### config.mk
export PLATFORM = sky130hd
export DESIGN_NAME = box_animator
export DESIGN_NICKNAME = d
export VERILOG_FILES = /design/src/rtl/box_animator.sv
export SDC_FILE = /design/constraint.sdc
export NUM_CORES = 1
export LEC_CHECK = 0
export ABC_AREA = 1
export BUFFER_PORTS_ARGS = -buffer_cell sky130_fd_sc_hd__buf_2
export CORE_MARGIN = 1
export CORE_UTILIZATION = 62
export DETAILED_ROUTE_END_ITERATION = 8
export GPL_ROUTABILITY_DRIVEN = 0
export PLACE_DENSITY = 0.89
export SLEW_MARGIN = 20
export SYNTH_ARGS = -nofsm -noshare
export SYNTH_HDL_FRONTEND = slang
export SYNTH_SLANG_ARGS = --single-unit
### constraint.sdc
create_clock -name clock -period 2.3 [get_ports clock]
set_clock_uncertainty 0.2 [all_clocks]
set_input_delay 0.46 -clock clock [delete_from_list [all_inputs] [get_ports clock]]
set_output_delay 0.46 -clock clock [all_outputs]
set_load 0.01 [all_outputs]
### src/rtl/box_animator.sv
// Bouncing-box animator: draws a BOX_W x BOX_H box, waits DELAY*FRAMES cycles,
// erases it, moves it one pixel diagonally (reflecting off the screen edges) and repeats.
`timescale 1ns/1ps
module box_animator #(
  parameter int          SCREEN_W = 160,
  parameter int          SCREEN_H = 120,
  parameter int          BOX_W    = 4,
  parameter int          BOX_H    = 4,
  parameter int          X0       = 0,
  parameter int          Y0       = 60,
  parameter int          DELAY    = 833334,
  parameter int          FRAMES   = 15,
  parameter logic [2:0]  BG_COLOR = 3'b000
) (
  input  logic                        clock,
  input  logic                        reset,
  input  logic                        go,
  input  logic                        pause,
  input  logic                        stop,
  input  logic [2:0]                  color_in,
  output logic [$clog2(SCREEN_W)-1:0] x,
  output logic [$clog2(SCREEN_H)-1:0] y,
  output logic [2:0]                  color,
  output logic                        plot,
  output logic                        busy
);

  localparam int XW = $clog2(SCREEN_W);
  localparam int YW = $clog2(SCREEN_H);
  localparam int DW = (DELAY  > 1) ? $clog2(DELAY)  : 1;
  localparam int FW = (FRAMES > 1) ? $clog2(FRAMES) : 1;

  localparam logic [XW-1:0] X_MAX   = XW'(SCREEN_W - BOX_W);
  localparam logic [YW-1:0] Y_MAX   = YW'(SCREEN_H - BOX_H);
  localparam logic [XW-1:0] OX_LAST = XW'(BOX_W - 1);
  localparam logic [YW-1:0] OY_LAST = YW'(BOX_H - 1);
  localparam logic [DW-1:0] FC_LAST = DW'(DELAY - 1);
  localparam logic [FW-1:0] TC_LAST = FW'(FRAMES - 1);

  typedef enum logic [2:0] {S_IDLE, S_DRAW, S_WAIT, S_ERASE, S_MOVE} state_t;

  state_t        state_q, state_d;
  logic [XW-1:0] pos_x_q, pos_x_d, ox_q, ox_d, x_q, x_d;
  logic [YW-1:0] pos_y_q, pos_y_d, oy_q, oy_d, y_q, y_d;
  logic          dxn_q, dxn_d, dyn_q, dyn_d;   // 1 = moving in the negative direction
  logic [DW-1:0] fc_q, fc_d;
  logic [FW-1:0] tc_q, tc_d;
  logic [2:0]    col_q, col_d, color_q, color_d;
  logic          pend_q, pend_d, plot_q, plot_d, busy_q, busy_d;
  logic          last_px;

  always_comb begin
    state_d = state_q;
    pos_x_d = pos_x_q;
    pos_y_d = pos_y_q;
    dxn_d   = dxn_q;
    dyn_d   = dyn_q;
    ox_d    = ox_q;
    oy_d    = oy_q;
    fc_d    = fc_q;
    tc_d    = tc_q;
    col_d   = col_q;
    pend_d  = pend_q;
    x_d     = x_q;
    y_d     = y_q;
    color_d = color_q;
    plot_d  = 1'b0;
    last_px = 1'b0;

    if (state_q != S_IDLE && stop) pend_d = 1'b1;

    case (state_q)
      S_IDLE: begin
        if (go) begin
          state_d = S_DRAW;
          pos_x_d = XW'(X0);
          pos_y_d = YW'(Y0);
          dxn_d   = 1'b0;
          dyn_d   = 1'b0;
          ox_d    = '0;
          oy_d    = '0;
          col_d   = color_in;
          pend_d  = 1'b0;
        end
      end
      S_DRAW, S_ERASE: begin
        // Output registers take the current scan position; counters advance row-major.
        plot_d  = 1'b1;
        x_d     = pos_x_q + ox_q;
        y_d     = pos_y_q + oy_q;
        color_d = (state_q == S_DRAW) ? col_q : BG_COLOR;
        if (ox_q == OX_LAST) begin
          ox_d = '0;
          if (oy_q == OY_LAST) begin
            oy_d    = '0;
            last_px = 1'b1;
          end else begin
            oy_d = oy_q + YW'(1);
          end
        end else begin
          ox_d = ox_q + XW'(1);
        end
        if (last_px) begin
          if (state_q == S_DRAW) begin
            state_d = S_WAIT;
            fc_d    = '0;
            tc_d    = '0;
          end else if (pend_q || stop) begin
            state_d = S_IDLE;
            pend_d  = 1'b0;
          end else begin
            state_d = S_MOVE;
          end
        end
      end
      S_WAIT: begin
        if (!pause) begin
          if (fc_q == FC_LAST) begin
            fc_d = '0;
            if (tc_q == TC_LAST) state_d = S_ERASE;
            else                 tc_d = tc_q + FW'(1);
          end else begin
            fc_d = fc_q + DW'(1);
          end
        end
      end
      S_MOVE: begin
        // Reflection flips direction and steps back inward in the same move.
        if (!dxn_q) begin
          if (pos_x_q == X_MAX) begin dxn_d = 1'b1; pos_x_d = pos_x_q - XW'(1); end
          else                         pos_x_d = pos_x_q + XW'(1);
        end else begin
          if (pos_x_q == '0) begin dxn_d = 1'b0; pos_x_d = pos_x_q + XW'(1); end
          else                    pos_x_d = pos_x_q - XW'(1);
        end
        if (!dyn_q) begin
          if (pos_y_q == Y_MAX) begin dyn_d = 1'b1; pos_y_d = pos_y_q - YW'(1); end
          else                         pos_y_d = pos_y_q + YW'(1);
        end else begin
          if (pos_y_q == '0) begin dyn_d = 1'b0; pos_y_d = pos_y_q + YW'(1); end
          else                    pos_y_d = pos_y_q - YW'(1);
        end
        state_d = S_DRAW;
        col_d   = color_in;
      end
      default: state_d = S_IDLE;
    endcase

    busy_d = (state_d != S_IDLE);
  end

  always_ff @(posedge clock) begin
    if (reset) begin
      state_q <= S_IDLE;
      pos_x_q <= XW'(X0);
      pos_y_q <= YW'(Y0);
      dxn_q   <= 1'b0;
      dyn_q   <= 1'b0;
      ox_q    <= '0;
      oy_q    <= '0;
      fc_q    <= '0;
      tc_q    <= '0;
      col_q   <= '0;
      pend_q  <= 1'b0;
      x_q     <= '0;
      y_q     <= '0;
      color_q <= '0;
      plot_q  <= 1'b0;
      busy_q  <= 1'b0;
    end else begin
      state_q <= state_d;
      pos_x_q <= pos_x_d;
      pos_y_q <= pos_y_d;
      dxn_q   <= dxn_d;
      dyn_q   <= dyn_d;
      ox_q    <= ox_d;
      oy_q    <= oy_d;
      fc_q    <= fc_d;
      tc_q    <= tc_d;
      col_q   <= col_d;
      pend_q  <= pend_d;
      x_q     <= x_d;
      y_q     <= y_d;
      color_q <= color_d;
      plot_q  <= plot_d;
      busy_q  <= busy_d;
    end
  end

  assign x     = x_q;
  assign y     = y_q;
  assign color = color_q;
  assign plot  = plot_q;
  assign busy  = busy_q;

endmodule

# == After elaboration in Yosys (flattened, before gate mapping) ==
# Cells that the tools add are included.
# op_classes
order_cmp,0
n_mul,0
n_reduce_logical,16
addsub,10
bitwise,0
shift,0
eq_ne,17
muxes,57
div,0
# op_table
op,n
20-bit 2-to-1 mux,4
7-bit 2-to-1 mux,7
8-bit 2-to-1 mux,5
20-bit one-hot mux with 2 select lines,1
8-bit one-hot mux with 2 select lines,2
7-bit one-hot mux with 2 select lines,2
3-bit 2-to-1 mux,9
"20-bit by 1-bit adder with 20-bit output, second input constant",1
"20-bit == test, second input constant",1
4-bit 2-to-1 mux,5
"8-bit by 1-bit adder with 8-bit output, second input constant",2
1-bit 2-to-1 mux,16
"7-bit by 1-bit adder with 7-bit output, second input constant",2
"2-bit != test, second input constant",7
3-bit one-hot mux with 4 select lines,1
8-bit adder,1
"8-bit by 2-bit == test with 1-bit output, second input constant",1
"8-bit == test, second input constant",1
8-bit logical NOT,1
4-bit one-hot mux with 2 select lines,1
"8-bit by 1-bit subtractor with 8-bit output, second input constant",1
7-bit adder,1
"7-bit by 2-bit == test with 1-bit output, second input constant",1
"7-bit == test, second input constant",1
other kinds (19),26
# word_totals
in_bits,8
ff_bits,83
ram_bits,0
memories,0
output_inout_bits,20
latchBits,0
rom_bits,0

# == Depth between registers and ports, before layout ==
# Gate-level depths: netlist (run 1).
# depth
word_depth,7
ltp_mapped,13
mapped_depth_nobuf,13

# == Worst setup path after synthesis (run 1) ==
# OpenSTA, ideal clock, no wires.
# synth_timing
path_kind,register to register
from,register ox_q[0]
to,"register x_q[6], in the netlist x[6]"
required_ns,1.985
arrival_ns,1.718
path_buffers,0
path_stages_with_launch,12
path_slack_ns,0.267
path_cell_list,dfxtp_1 ha_1 inv_1 fa_1 o21ai_0 nand2_1 nand2_1 nand2_1 nand3_1 nand2_1 o21ai_0 inv_1
# synth_via
elab_chain_len,1
# synth_lines
item,line,text
from (decl),43,"logic [XW-1:0] pos_x_q, pos_x_d, ox_q, ox_d, x_q, x_d;"
from (signal assigned),159,ox_q <= '0;
from (signal assigned),176,ox_q <= ox_d;
8-bit adder,89,x_d = pos_x_q + ox_q;
to (signal assigned),165,x_q <= '0;
to (signal assigned),182,x_q <= x_d;
to (decl),43,
# No other way between the ends.
# A chain may end at the register's enable or synchronous reset.

# == Worst setup path in the final report (run 1) ==
# layout_timing
from,register oy_q[0]
to,register fc_q[17]
# layout_via
elab_chain_len,6
# layout_lines
item,line,text
from (decl),44,"logic [YW-1:0] pos_y_q, pos_y_d, oy_q, oy_d, y_q, y_d;"
from (signal assigned),177,oy_q <= oy_d;
7-bit by 2-bit == test with 1-bit output,94,if (oy_q == OY_LAST) begin
1-bit 2-to-1 mux,94,
1-bit 2-to-1 mux,92,if (ox_q == OX_LAST) begin
1-bit 2-to-1 mux,72,case (state_q)
2-bit != test (no line),-,
4-bit AND reduction (no line),-,
to (signal assigned),161,fc_q <= '0;
to (signal assigned),178,fc_q <= fc_d;
to (decl),46,"logic [DW-1:0] fc_q, fc_d;"
# No other way between the ends. The select of a mux whose other input is x is not followed.

==> impl_results.md, run 1 <==
- Mean Syn Cell Area: 6.67 sq um
- Area leader, netlist: dfxtp_1
- Clock transition at path regs: around 0.090 ns
- Critical Path Source: oy_q[0]
- Pre-CTS setup slack: 0.0366 ns
- Top cell type's share of synthesized area: between 30 and 40%
- Multi-input logic area: approximately 3200 sq um
- DRC viols: 0
- IO Count: 28
- #FFs+latches synth: between 80 and 90
- Starting density of the core: between 60% and 70%
- CTS Sinks: 83
- Min cycle time layout: around 2.2 ns
- Final Max Slew Viols: 0
- Die Y: roughly 95 um
- Routed WL per cell: around 14 um
- Gr usage total: a little under a third
- Die area: approximately 9000 sq um
- Hold-critical path depth: 3
- Fill count: 659
- Num CTS Buffers: 9
- Dpl hpwl: around 9.6 mm
- Die X: around 95 um
- Sequential cell area: 1660 sq um
- Max IR drop VDD: between 0.0003 and 0.0004 V
- Hold Slack: approximately 0.14 ns
- CP Class: register to register
- P_leak: ~2.6 nW
- H-tree depth: 3
- PwrDens: 504 nW/um^2
- Layout area overhead: 9.59%
- Yosys cell types: between 40 and 50
- Max cap viols: 0
- Reg2reg setup slack: about 0.14 ns
- Hold Crit Class: primary input to register
- Worst reg2reg endpoint: fc_q[17]
- Largest net degree at the start of global routing: 33
- EDFF count, synth: 0
- Antenna cells: 0
- Status: finished clean
- Mapped Cells: 805
- Fin worst setup slack: 0.143 ns
- Sequential area share after synthesis: 30.9%
- Slew @ Worst Pin: approximately 0.44 ns
- # port buffers: 27
- Initial DRC count: 360
- Top_reg_cell synth: dfxtp_1
- Commonest cells post-synth: 206 x nand2_1, 94 x inv_1, 87 x nor2_1, 83 x dfxtp_1, 64 x a21oi_1
- # setup viols final: 0
- CP Capture Type: register
- Final ANT Viol Nets: 0
- CTS tree: yes
- Critical Path RT: approximately 2.4 ns
- Top cells by area, synth: dfxtp_1 31%, nand2_1 14%, inv_1 6.6%
- Vias per Instance: roughly 5.6
- CTS root buf: clkbuf_8
- Ys async rst share: 0%
- Fmax: between 400 and 500 MHz
- Initial antenna violation count: 0
- Crit path launch type: register
- Final wirelength: 13.2 mm
- Pwr Total: about 3.0 mW
- Critical path fanouts, max: 10
- Vias in the first global route: 4867
- Row cnt: 33
- Core Util, Final: 70.9%
- Top-count cell post-synth: nand2_1
- Syn_nets: approximately 840
- Critical path endpoint: fc_q[17]
- Total number of vias: roughly 5400
- Post-CTS Hold Buffers: 0
- FF-to-FF Start: oy_q[0]
- First drt pass iteration count: 8
- Share of layout cells above drive strength 1: 12.9%
- Cells on worst reg2reg path: 9
- First-pass GRT wire length: ~22 mm
- Rel. slew slack: a little over two thirds
- YS warnings: 0
- Congestion Overflow GR: 0
- Syn Std Cell Area: 5370 sq um
- Dpl cells: about 930
- Hold Vio Cnt, Final: 0
- Tcrit/Tclk final: a little over nine tenths
- Worst path arrival time: between 2 and 2.5 ns
- Core ar.: 8300 sq um
- Cell Count, Final, Fillers Out: 950
- Bufs on Longest Clock Path: 2
- Final net count: 874
- Clk_lat worst skew: about 0.37 ns
-- flip-flops by register name, indices dropped and copies added, names as in the netlist --
register and flops:
fc_q 20, ox_q 8, pos_x_q 8, x 8, oy_q 7, pos_y_q 7, y 7, tc_q 4
col_q 3, color 3, state_q 3, busy 1, dxn_q 1, dyn_q 1, pend_q 1, plot 1
-- routing by layer --
layer  vias to the layer above  wire length (um)  track usage (%)  part of all wire (%)
met3                        31              1010             5.82                   7.7
met1                      2452              5700             38.6                    43
met4                         0               238             11.9                   1.8
met2                       222              6230             52.1                    47
met5                         -                 0                0                     0
li1                       2657                 -                -                     -
-- power breakdown --
part / internal [mW] / leakage (nW) / total (mW) / switching [mW]
Combinational: 0.0827 / 1.76 / 0.249 / 0.167
Sequential: 1.47 / 0.674 / 1.50 / 0.0246
Clock: 0.654 / 0.115 / 1.22 / 0.566
-- how the worst min path moves through the flow --
stage | startpoint | endpoint | slack, ns
finish | color_in[2] | col_q[2] | 0.14
detailed placement | col_q[2] | col_q[2] | 0.26
floorplan | col_q[0] | color[0] | 0.24
global route | color_in[1] | col_q[1] | 0.13
global placement | col_q[0] | color[0] | 0.25
CTS | color_in[2] | col_q[2] | 0.13
-- through the flow --
step                      setup TNS, ns  instance area [sq um]
after floorplan                       0                   5370
after global placement                0                   5630
after detailed placement              0                   5630
after CTS                             0                   5860
after global routing          -0.000845                   5890
final                                 0                   5890
-- cell usage in the layout (no fill, tap or decap), drive strengths merged, types with 2 or more instances in the layout --
cell / n
a211oi: 2
a21o: 2
a21oi: 64
and2: 2
buf: 45
bufinv: 2
clkbuf: 10
clkinv: 2
dfxtp: 83
fa: 2
ha: 24
inv: 100
nand2: 219
nand3: 61
nand3b: 2
nand4: 17
nor2: 99
nor3: 16
nor4: 2
o211ai: 4
o21a: 3
o21ai: 42
o21bai: 2
or2: 4
xnor2: 6
xor2: 25
-- cell type report --
cell class / count / share of cell area [%]
Multi-Input combinational cell: 602 / 54.6
Sequential cell: 83 / 28.2
Inverter: 99 / 6.37
Timing Repair Buffer: 45 / 4.59
Clock buffer: 10 / 2.34
Tap cell: 105 / 2.23
Clock inverter: 6 / 1.64
-- worst max-delay path: stages (launching register included) --
cell	delay, ns
dfxtp_1	0.40
ha_1	0.24
nand3_1	0.12
nor2_2	0.17
nand3_4	0.13
a21boi_4	0.33
buf_4	0.24
nand3_1	0.09
nand2_1	0.09
nor2_1	0.04
-- logic make-up (layout without fill, tap and decap cells) --
| family | after synthesis | after routing | share of synthesized area, % |
|---|---|---|---|
| AO/OA/AOI/OAI | 122 | 122 | 12.5 |
| XOR/XNOR | 31 | 31 | 5.05 |
| adder cells (fa/ha/maj) | 26 | 26 | 6.33 |
| buffers and inverters | 120 | 160 | 9.25 |
| flip-flops | 83 | 83 | 30.9 |
| AND/OR/NAND/NOR | 423 | 423 | 36.0 |
-- timing repair --
action | 4_1_cts | 5_1_grt
resized for setup | 0 | 3
buffers inserted | 0 | 3
endpoints found under the setup margin | 0 | 5
(Power assumes the default switching activity.)
==> run 2, diff against run 1 <==
--- a/config.mk
+++ b/config.mk
@@ -7,10 +7,11 @@
 export LEC_CHECK = 0
 export ABC_AREA = 1
 export BUFFER_PORTS_ARGS = -buffer_cell sky130_fd_sc_hd__buf_2
-export CORE_MARGIN = 1
+export CORE_MARGIN = 2
 export CORE_UTILIZATION = 62
 export DETAILED_ROUTE_END_ITERATION = 8
 export GPL_ROUTABILITY_DRIVEN = 0
+export GPL_TIMING_DRIVEN = 0
 export PLACE_DENSITY = 0.89
 export SLEW_MARGIN = 20
 export SYNTH_ARGS = -nofsm -noshare
==> run 2 against run 1 <==
Effect of this change: final area fell by 0.62%; sequential cell count did not move; register-to-register slack got worse by 0.02 ns; largest cell class unchanged.
==> impl_results.md, run 2 (synthesized netlist as in run 1, its figures left out) <==
- Share of layout cells above drive strength 1: 12.4% (-0.52 points)
- Largest register FFs: 20 (unchanged)
- CTS tree: yes
- Dpl cells: 937 (+0.64%)
- DRC viols: 0 (unchanged)
- Post-CTS Hold Buffers: 0 (unchanged)
- Most common cell after layout, fill and taps aside: nand2_1
- Multi-input logic area: 3220 sq um (+0.12%)
- Final Max Slew Viols: 0 (unchanged)
- Max cap viols: 0 (unchanged)
- Commonest cells after routing, fill and taps aside: 206 x nand2_1, 94 x inv_1, 87 x nor2_1
- Dpl hpwl: 10.6 mm (+10%)
- Final ANT Viol Nets: 0 (unchanged)
- Met2 usage: 50.3% (-1.8 points)
- Reg2reg setup slack: 0.13 ns (-0.02 ns)
- Largest register by flop count: fc_q
- # setup viols final: 0 (unchanged)
- Congestion Overflow GR: 0 (unchanged)
- First-pass GRT wire length: 23.5 mm (+7.3%)
- Min cycle time layout: 2.17 ns (+0.0165 ns)
- First drt pass iteration count: 5 (-3)
- CP Class: register to register
- Hold Vio Cnt, Final: 0 (unchanged)
- Die area: 9430 sq um (+4.3%)
- Fin Setup TNS: 0 ns (unchanged)
- Critical Path RT: 2.37 ns (about the same)
- Final net count: 877 (+0.34%)
- # port buffers: 27 (unchanged)
- Largest net degree at the start of global routing: 17 (-48%)
- Die X: 97.1 um (+2.1%)
- Crit path launch type: register
- Row cnt: 33 (unchanged)
- Starting density of the core: 64.7% (unchanged)
- Layout area overhead: 8.92%
- Cell Count, Final, Fillers Out: 953 (+0.32%)
- Antenna cells: 0 (unchanged)
- Vias in the first global route: 5204 (+6.9%)
- Grt met3 use: 4.32% (-1.5 points)
- Met1 Use GR: 38.0% (-0.58 points)
- Rel. slew slack: 45.7% (-25 points)
- Clk_lat worst skew: 0.37 ns (about the same)
- Slew @ Worst Pin: 0.808 ns (+0.371 ns)
- CTS root buf: clkbuf_8
- Die Y: 97.1 um (+2.1%)
- H-tree depth: 3 (unchanged)
- Tcrit/Tclk final: 94.5% (+0.72 points)
- CTS Sinks: 83 (unchanged)
- Worst path arrival time: 2.24 ns (+0.02 ns)
- IO Count: 28 (unchanged)
- Core ar.: 8300 sq um (unchanged)
- Busiest grt layer: met2
- Bufs on Longest Clock Path: 2 (unchanged)
- Final wirelength: 14.2 mm (+7.8%)
- Routed WL per cell: 14.9 um (+7.5%)
- PwrDens: 491 nW/um^2 (-2.6%)
- Status: finished clean
- Vias per Instance: 5.78 (+2.4%)
- Critical path fanouts, max: 6 (-4)
- Num CTS Buffers: 9 (unchanged)
- Clock transition at path regs: 0.09 ns (about the same)
- Sequential cell area: 1660 sq um (about the same)
- CP Capture Type: register
- Hold Crit Class: primary input to register
- Initial antenna violation count: 0 (unchanged)
- Fmax: 460 MHz (-0.76%)
- Total number of vias: 5507 (+2.7%)
- Initial DRC count: 479 (+33%)
- Max IR drop VDD: 0.000290 V (-22%)
- Gr usage total: 30.0% (-0.86 points)
- Fill count: 673 (+2.1%)
- P_leak: 2.52 nW (-1.4%)
[run 2: changes by cell type in the layout (fill, tap and decap cells not counted), sizes merged]
cell	delta
buf	-7
bufinv	-1
clkbuf	+9
clkinvlp	+1
inv	+1
[run 2: final timing paths]
check | endpoint | cells past startpoint | startpoint
setup / recovery | y[6] | 11 | pos_y_q[0]
hold / removal | col_q[0] | 3 | color_in[0]
setup reg to reg | y[6] | 11 | pos_y_q[0]
hold reg to reg | color[0] | 2 | color[0]
[run 2: report_power, final]
group          leakage, nW  internal, mW  switching (mW)  total [mW]
clock network       0.0984         0.519           0.596        1.11
registers            0.674          1.47          0.0279        1.50
logic                 1.74        0.0822           0.175       0.258
total                 2.52          2.07           0.799        2.87
[run 2: final cells by class]
class,count,share of cell area (%)
Buffer,21,2.07
Clock inverter,7,1.41
Tap cell,105,2.25
Sequential cell,83,28.4
Clock buffer,9,2.12
Inverter,99,6.41
Timing Repair Buffer,27,2.31
Multi-Input combinational cell,602,55.0
[run 2: worst max-delay path: stages (launching register included)]
cell and delay (ns):
dfxtp_1 0.44, ha_1 0.20, inv_1 0.06, fa_1 0.40, o21ai_1 0.24, nand2_1 0.09, nand2_1 0.10, a21oi_1 0.08
nand2_1 0.06, nand3_1 0.09, nand2_1 0.07, inv_1 0.03
[run 2: metrics by stage]
stage,util (%),worst slack [ns],total power [mW],area (sq um),hold slack [ns]
4_1_cts,70.4,0.0561,2.88,5850,0.130
2_1_floorplan,-,0.267,1.69,5370,0.240
5_1_grt,70.5,-0.00688,2.96,5850,0.155
3_5_place_dp,67.9,-0.0295,1.78,5640,0.262
6_report,70.5,0.126,2.87,5850,0.135
3_3_place_gp,67.9,0.0909,1.78,5640,0.250
[run 2: routing by layer]
layer / up-vias / routed length [um] / part of all wire [%]
met1: 2506 / 5770 / 41
met5: - / 0 / 0
met4: 0 / 438 / 3.1
li1: 2671 / - / -
met3: 46 / 1210 / 8.5
met2: 284 / 6800 / 48
[run 2: timing repair]
action | 4_1_cts | 5_1_grt
setup buffers | 0 | 0
endpoints found under the setup margin | 1 | 2
gates resized for setup | 1 | 4
